## src/rtl/decoder_scan_reg.sv

```systemverilog
// Registered one-hot decoder with auto-scan ring; d/idx/busy/wrap update one cycle after inputs.
// No backpressure: en gates output and advance, clr > load > scan step.
module decoder_scan_reg #(
  parameter int SEL_W = 3,
  parameter int DIV   = 1
) (
  input  logic                  clk,
  input  logic                  rst_n,
  input  logic                  clr,
  input  logic                  load,
  input  logic                  mode,
  input  logic                  dir,
  input  logic                  en,
  input  logic [SEL_W-1:0]      s,
  output logic [2**SEL_W-1:0]   d,
  output logic [SEL_W-1:0]      idx,
  output logic                  busy,
  output logic                  wrap
);

  localparam int OUT_W = 2**SEL_W;
  localparam int PW    = (DIV > 1) ? $clog2(DIV) : 1;
  localparam logic [PW-1:0]    PRE_MAX = PW'(DIV - 1);
  localparam logic [SEL_W-1:0] IDX_MAX = '1;

  typedef enum logic [1:0] {IDLE, DECODE, SCAN} state_t;

  state_t            state, state_n;
  logic [PW-1:0]     pre, pre_n;
  logic [SEL_W-1:0]  idx_n;
  logic              wrap_n;
  logic              busy_n;
  logic [OUT_W-1:0]  d_n;

  always_comb begin
    state_n = state;
    idx_n   = idx;
    pre_n   = pre;
    wrap_n  = 1'b0;
    if (clr) begin
      state_n = IDLE;
      idx_n   = '0;
      pre_n   = '0;
    end else if (load) begin
      state_n = mode ? SCAN : DECODE;
      idx_n   = s;
      pre_n   = '0;
    end else if (state == SCAN && en) begin
      if (pre == PRE_MAX) begin
        pre_n = '0;
        if (dir) begin
          idx_n  = idx - SEL_W'(1);
          wrap_n = (idx == '0);
        end else begin
          idx_n  = idx + SEL_W'(1);
          wrap_n = (idx == IDX_MAX);
        end
      end else begin
        pre_n = pre + PW'(1);
      end
    end
    busy_n = (state_n != IDLE);
    // Output follows the next index so d and idx always agree on the same cycle.
    d_n    = (busy_n && en) ? (OUT_W'(1) << idx_n) : '0;
  end

  always_ff @(posedge clk or negedge rst_n) begin
    if (!rst_n) begin
      state <= IDLE;
      idx   <= '0;
      pre   <= '0;
      wrap  <= 1'b0;
      busy  <= 1'b0;
      d     <= '0;
    end else begin
      state <= state_n;
      idx   <= idx_n;
      pre   <= pre_n;
      wrap  <= wrap_n;
      busy  <= busy_n;
      d     <= d_n;
    end
  end

endmodule

```

## config.mk

```make
export PLATFORM = sky130hd
export DESIGN_NAME = decoder_scan_reg
export DESIGN_NICKNAME = d
export VERILOG_FILES = /design/src/rtl/decoder_scan_reg.sv
export SDC_FILE = /design/constraint.sdc
export NUM_CORES = 1
export LEC_CHECK = 0
export BUFFER_PORTS_ARGS = -buffer_cell sky130_fd_sc_hd__buf_4
export CAP_MARGIN = 20
export CORE_UTILIZATION = 42
export DETAILED_ROUTE_END_ITERATION = 7
export PLACE_DENSITY = 0.71
export SLEW_MARGIN = 5
export SYNTH_ARGS = -nofsm -noshare
export SYNTH_HDL_FRONTEND = slang
export SYNTH_SLANG_ARGS = --single-unit
```

## constraint.sdc

```tcl
create_clock -name clk -period 2.1 [get_ports clk]
set_clock_uncertainty 0.1 [all_clocks]
set_input_delay 0.21 -clock clk [delete_from_list [all_inputs] [get_ports clk]]
set_output_delay 0.21 -clock clk [all_outputs]
set_load 0.05 [all_outputs]
```

* After elaboration in Yosys (flattened, before gate mapping)
Cells that the tools add are included.
Operators by class: eq/ne operators 2, add/sub/neg operators 3, shifts and indexed selects 1, muxes and demuxes 18, reductions and logical operators 5
Operators with widths (count):
- 3-bit 2-to-1 mux | 5
- 1-bit 2-to-1 mux | 9
- 8-bit 2-to-1 mux | 1
- 1-bit by 3-bit left shift with 8-bit output, first input constant | 1
- 2-bit 2-to-1 mux | 3
- 3-bit by 1-bit adder with 3-bit output, second input constant | 1
- 3-bit == test, second input constant | 1
- 3-bit logical NOT | 1
- 3-bit nonzero test | 1
- 3-bit by 1-bit subtractor with 3-bit output, second input constant | 1
- 2-bit == test, second input constant | 1
- 1-bit logical AND | 2
- 2-bit nonzero test | 1
- 1-bit adder, second input constant | 1
Word-level totals: logic and storage cells 35, output and inout bits 13, flip-flop bits (word level) 16

* Longest topological paths before layout
depth in word-level cells 8, depth in mapped cells 7, mapped depth without buffers 6

* Worst setup path before layout
Ideal clock, no wire load.
path type register -> register, from register idx[0], to register d[2], required time 1.905 ns, data arrival time 2.126 ns, path buffers 1, path slack -0.221 ns, library setup time 0.095 ns, cell stages (with the launch flop) 7, path through dfrtp_1 -> fa_1 -> and4b_1 -> a211oi_1 -> or3_1 -> buf_2 -> nor4b_2
Between the ends: longest elaborated chain between the ends 8, elaborated cells on any way between the ends 9, those cells by class add/sub: 2; shift: 1; mux: 6
RTL lines:
- start: declaration | line 16 | output logic [SEL_W-1:0] idx,
- start signal: assignment | line 77 | idx <= idx_n;
- 3-bit by 1-bit adder with 3-bit output or 3-bit by 1-bit subtractor with 3-bit output (tied branches) | line 55, 52
- 3-bit 2-to-1 mux | line 51 | if (dir) begin
- 3-bit 2-to-1 mux | line 49 | if (pre == PRE_MAX) begin
- 3-bit 2-to-1 mux * | line 48 | end else if (state == SCAN && en) begin
- 3-bit 2-to-1 mux * | line 44 | end else if (load) begin
- 3-bit 2-to-1 mux * | line 40 | if (clr) begin
- 1-bit by 3-bit left shift with 8-bit output * | line 64 | d_n = (busy_n && en) ? (OUT_W'(1) << idx_n) : '0;
- 8-bit 2-to-1 mux * | line 64
- via d_n[2] | line 33 | logic [OUT_W-1:0] d_n;
- end signal: assignment | line 81 | d <= d_n;
- end: declaration | line 15 | output logic [2**SEL_W-1:0] d,
The timed path passes the listed nets; every way through them passes the cells marked *. A chain may end at the register's enable or synchronous reset.

* Worst setup path in the final report
from register idx[0], to register d[3]
The elaborated chain is that of the path after synthesis.

==> reports/metrics.cfg <==
[sta]
worst-slew-pin-transition_ns = 0.593
finalSetupViolations = 0
fin_crit_sh = 0.999
fin_crit_ns = 2.10
setup_tns_ns = 0
relSlewSlack = 0.602
hold_viol = 0
fmax_mhz = 477
drv_slew = 0
rsz0062_at_grt = true

[synthesis]
syn_inst = 54
synth_ff_type = dfrtp_1
synth_seq_cells = 15
ys_top_cells_by_area = dfrtp_1, nor4b_2, nor4_1
yosysUniqueCellTypes = 24
syn_nets = 65
synth_edf_count = 0
synth.most_common_cell = dfrtp_1
async_reset_ff_frac = 1.00
synth-seq-area-share = 0.547
syn-cell-area_um2 = 686
postSynthAreaPerCell_um2 = 12.7
synthTopCellsByCount = dfrtp_1, nor4_1, inv_1, nor2_1, nor4b_2
synth_top_area_frac = 0.547
yosys_warnings = 0
synth_top_area_cell = dfrtp_1

[clock_tree]
cts-root-buf = clkbuf_4
htreeDepth = 1
cts_buffers = 3
cts.sinks = 15
clkLatencyLatePin_ns = 0.27
clk_path_buf_depth = 2
cts_tree = yes
cts.clk_slew.worst_paths_ns = 0.08

[critical_path]
critPathKind = flop to flop
cp_max_fo = 6
required_ns = 2.17
crit_arrival_ns = 2.16
end_kind = flop
crit_path_start_kind = flop
r2r_cells = 5

[grt]
grt-ovfl-total = 0
grt_pass1_vias = 492
grt.total_usage = 0.168
antenna_found_initial = 0
grt_pass1_wl_mm = 2.16
grt_max_degree = 16

[hold_path]
hold_class = primary input to flop
min_path_cells = 2

[routing]
antenna_left = 0
drt_pass1_iterations = 4
drc = 0
drt-initial-drc-count = 7
vias = 518
drt-vias-per-instance = 5.18
wl_per_cell_um = 12.9
drt-total-wl_mm = 1.29

[floorplan]
row_count = 14
die_area_um2 = 1800
start_util = 0.450
die_x_um = 42.4
pin_count = 23
die_h_um = 42.4
core_um2 = 1520

[placement]
place_congestion = 0.772
placed_area_um2 = 878
hpwl_um = 949
port_buffers = 22
dp.cells = 92

[run_status]
outcome = finished, final reports clean

[final_layout]
multiInputGateArea_um2 = 295
nNetsFinal = 96
fin_area_um2 = 953
area_growth_pct = 39.1
diodes = 0
layout-drive-gt1-share = 0.488
fill_cells = 134
final_cell_count_no_fill = 100
seq_area_um2 = 378

[power]
pwr-share-clk = 0.261
internal_power_uw = 427
cellPowerDensity_nw_per_um2 = 626
p_sw_frac = 0.284
leakage_nw = 0.476
seqPwrFrac = 0.515
ir_drop_v = 0.000437
p_comb_frac = 0.224
power_switching_uw = 170

[run]
cap_violations = 0

## per-stage QoR
stage          power (mW)   util  setup WS [ns]  hold slack (ns)
4_1_cts             0.604  0.614         0.0404           0.0316
6_report            0.597  0.626        0.00308           0.0413
2_1_floorplan       0.392      -        -0.0914           -0.186
3_5_place_dp        0.438  0.576        -0.0307          -0.0249
5_1_grt             0.630  0.626        -0.0408           0.0337
3_3_place_gp        0.435  0.576         0.0272          -0.0284
## layer usage
layer,track usage,routed length [um]
met1,0.205,568
met2,0.258,656
met3,0.0302,48
met4,0.131,19
met5,0,0
## registers in the layout, indices dropped and copies added (netlist names)
signal	flops
d	8
idx	3
state	2
busy	1
wrap	1
## power groups by stage
stage,clock network [mW],registers [mW],logic [mW]
final,0.156,0.307,0.134
after global placement,0,0.313,0.123
after floorplan,0,0.343,0.0486
after detailed placement,0,0.313,0.125
after global routing,0.176,0.309,0.145
after CTS,0.165,0.307,0.131
## layout make-up
| cell class | count | area share |
|---|---|---|
| flip-flops and latches | 15 | 0.396 |
| multi-input cells | 32 | 0.310 |
| repair buffers | 28 | 0.226 |
| clock buffers | 4 | 0.0276 |
| well taps | 16 | 0.0210 |
| inverters | 5 | 0.0197 |
## cell families after synthesis
family	Yosys count	share of synthesized area
adder cells (fa/ha/maj)	1	0.0292
AO/OA/AOI/OAI	8	0.0985
AND/OR/NAND/NOR	20	0.243
flip-flops	15	0.547
buffers and inverters	7	0.0420
multiplexers	1	0.0146
XOR/XNOR	2	0.0256
## placed cells by master, fill, tap and decap left out, drive strengths merged
master	count
nor4	4
and4b	2
nand4b	1
nor3	2
a211oi	2
nor4b	3
nor2	3
nor2b	1
clkbuf	4
a21oi	2
nand2	1
xnor2	2
o21ai	1
dfrtp	15
or4b	1
inv	5
mux2i	1
a2111oi	1
dlygate4sd3	2
fa	1
o31ai	1
buf	26
or3	1
o21a	1
nand3b	1
## critical path: stages (launching register included)
cell and delay, ns:
dfrtp_2 0.42, fa_2 0.52, and4b_1 0.19, a211oi_1 0.05, or3_4 0.41, nor4_1 0.30
## repair_timing
item                                    4_1_cts  5_1_grt
pin swaps                                     0        2
setup buffers                                 0        2
endpoints found under the setup margin        3        7
resized for setup                             2        1
gates cloned                                  0        0
hold buffers                                  2        0
endpoints found under the hold margin        16        0
## path summary, 6_finish.rpt
| kind | from | to | slack, ns |
|---|---|---|---|
| min in group asynchronous | rst_n | d[2] | 0.22 |
| worst min-delay path | clr | state[0] | 0.04 |
| worst min register to register | state[0] | state[0] | 0.50 |
| max in group asynchronous | rst_n | idx[1] | 1.49 |
| worst max register to register | idx[0] | d[3] | 0.003 |
| worst max-delay path | idx[0] | d[3] | 0.003 |
Power figures use the tool's default switching activity.
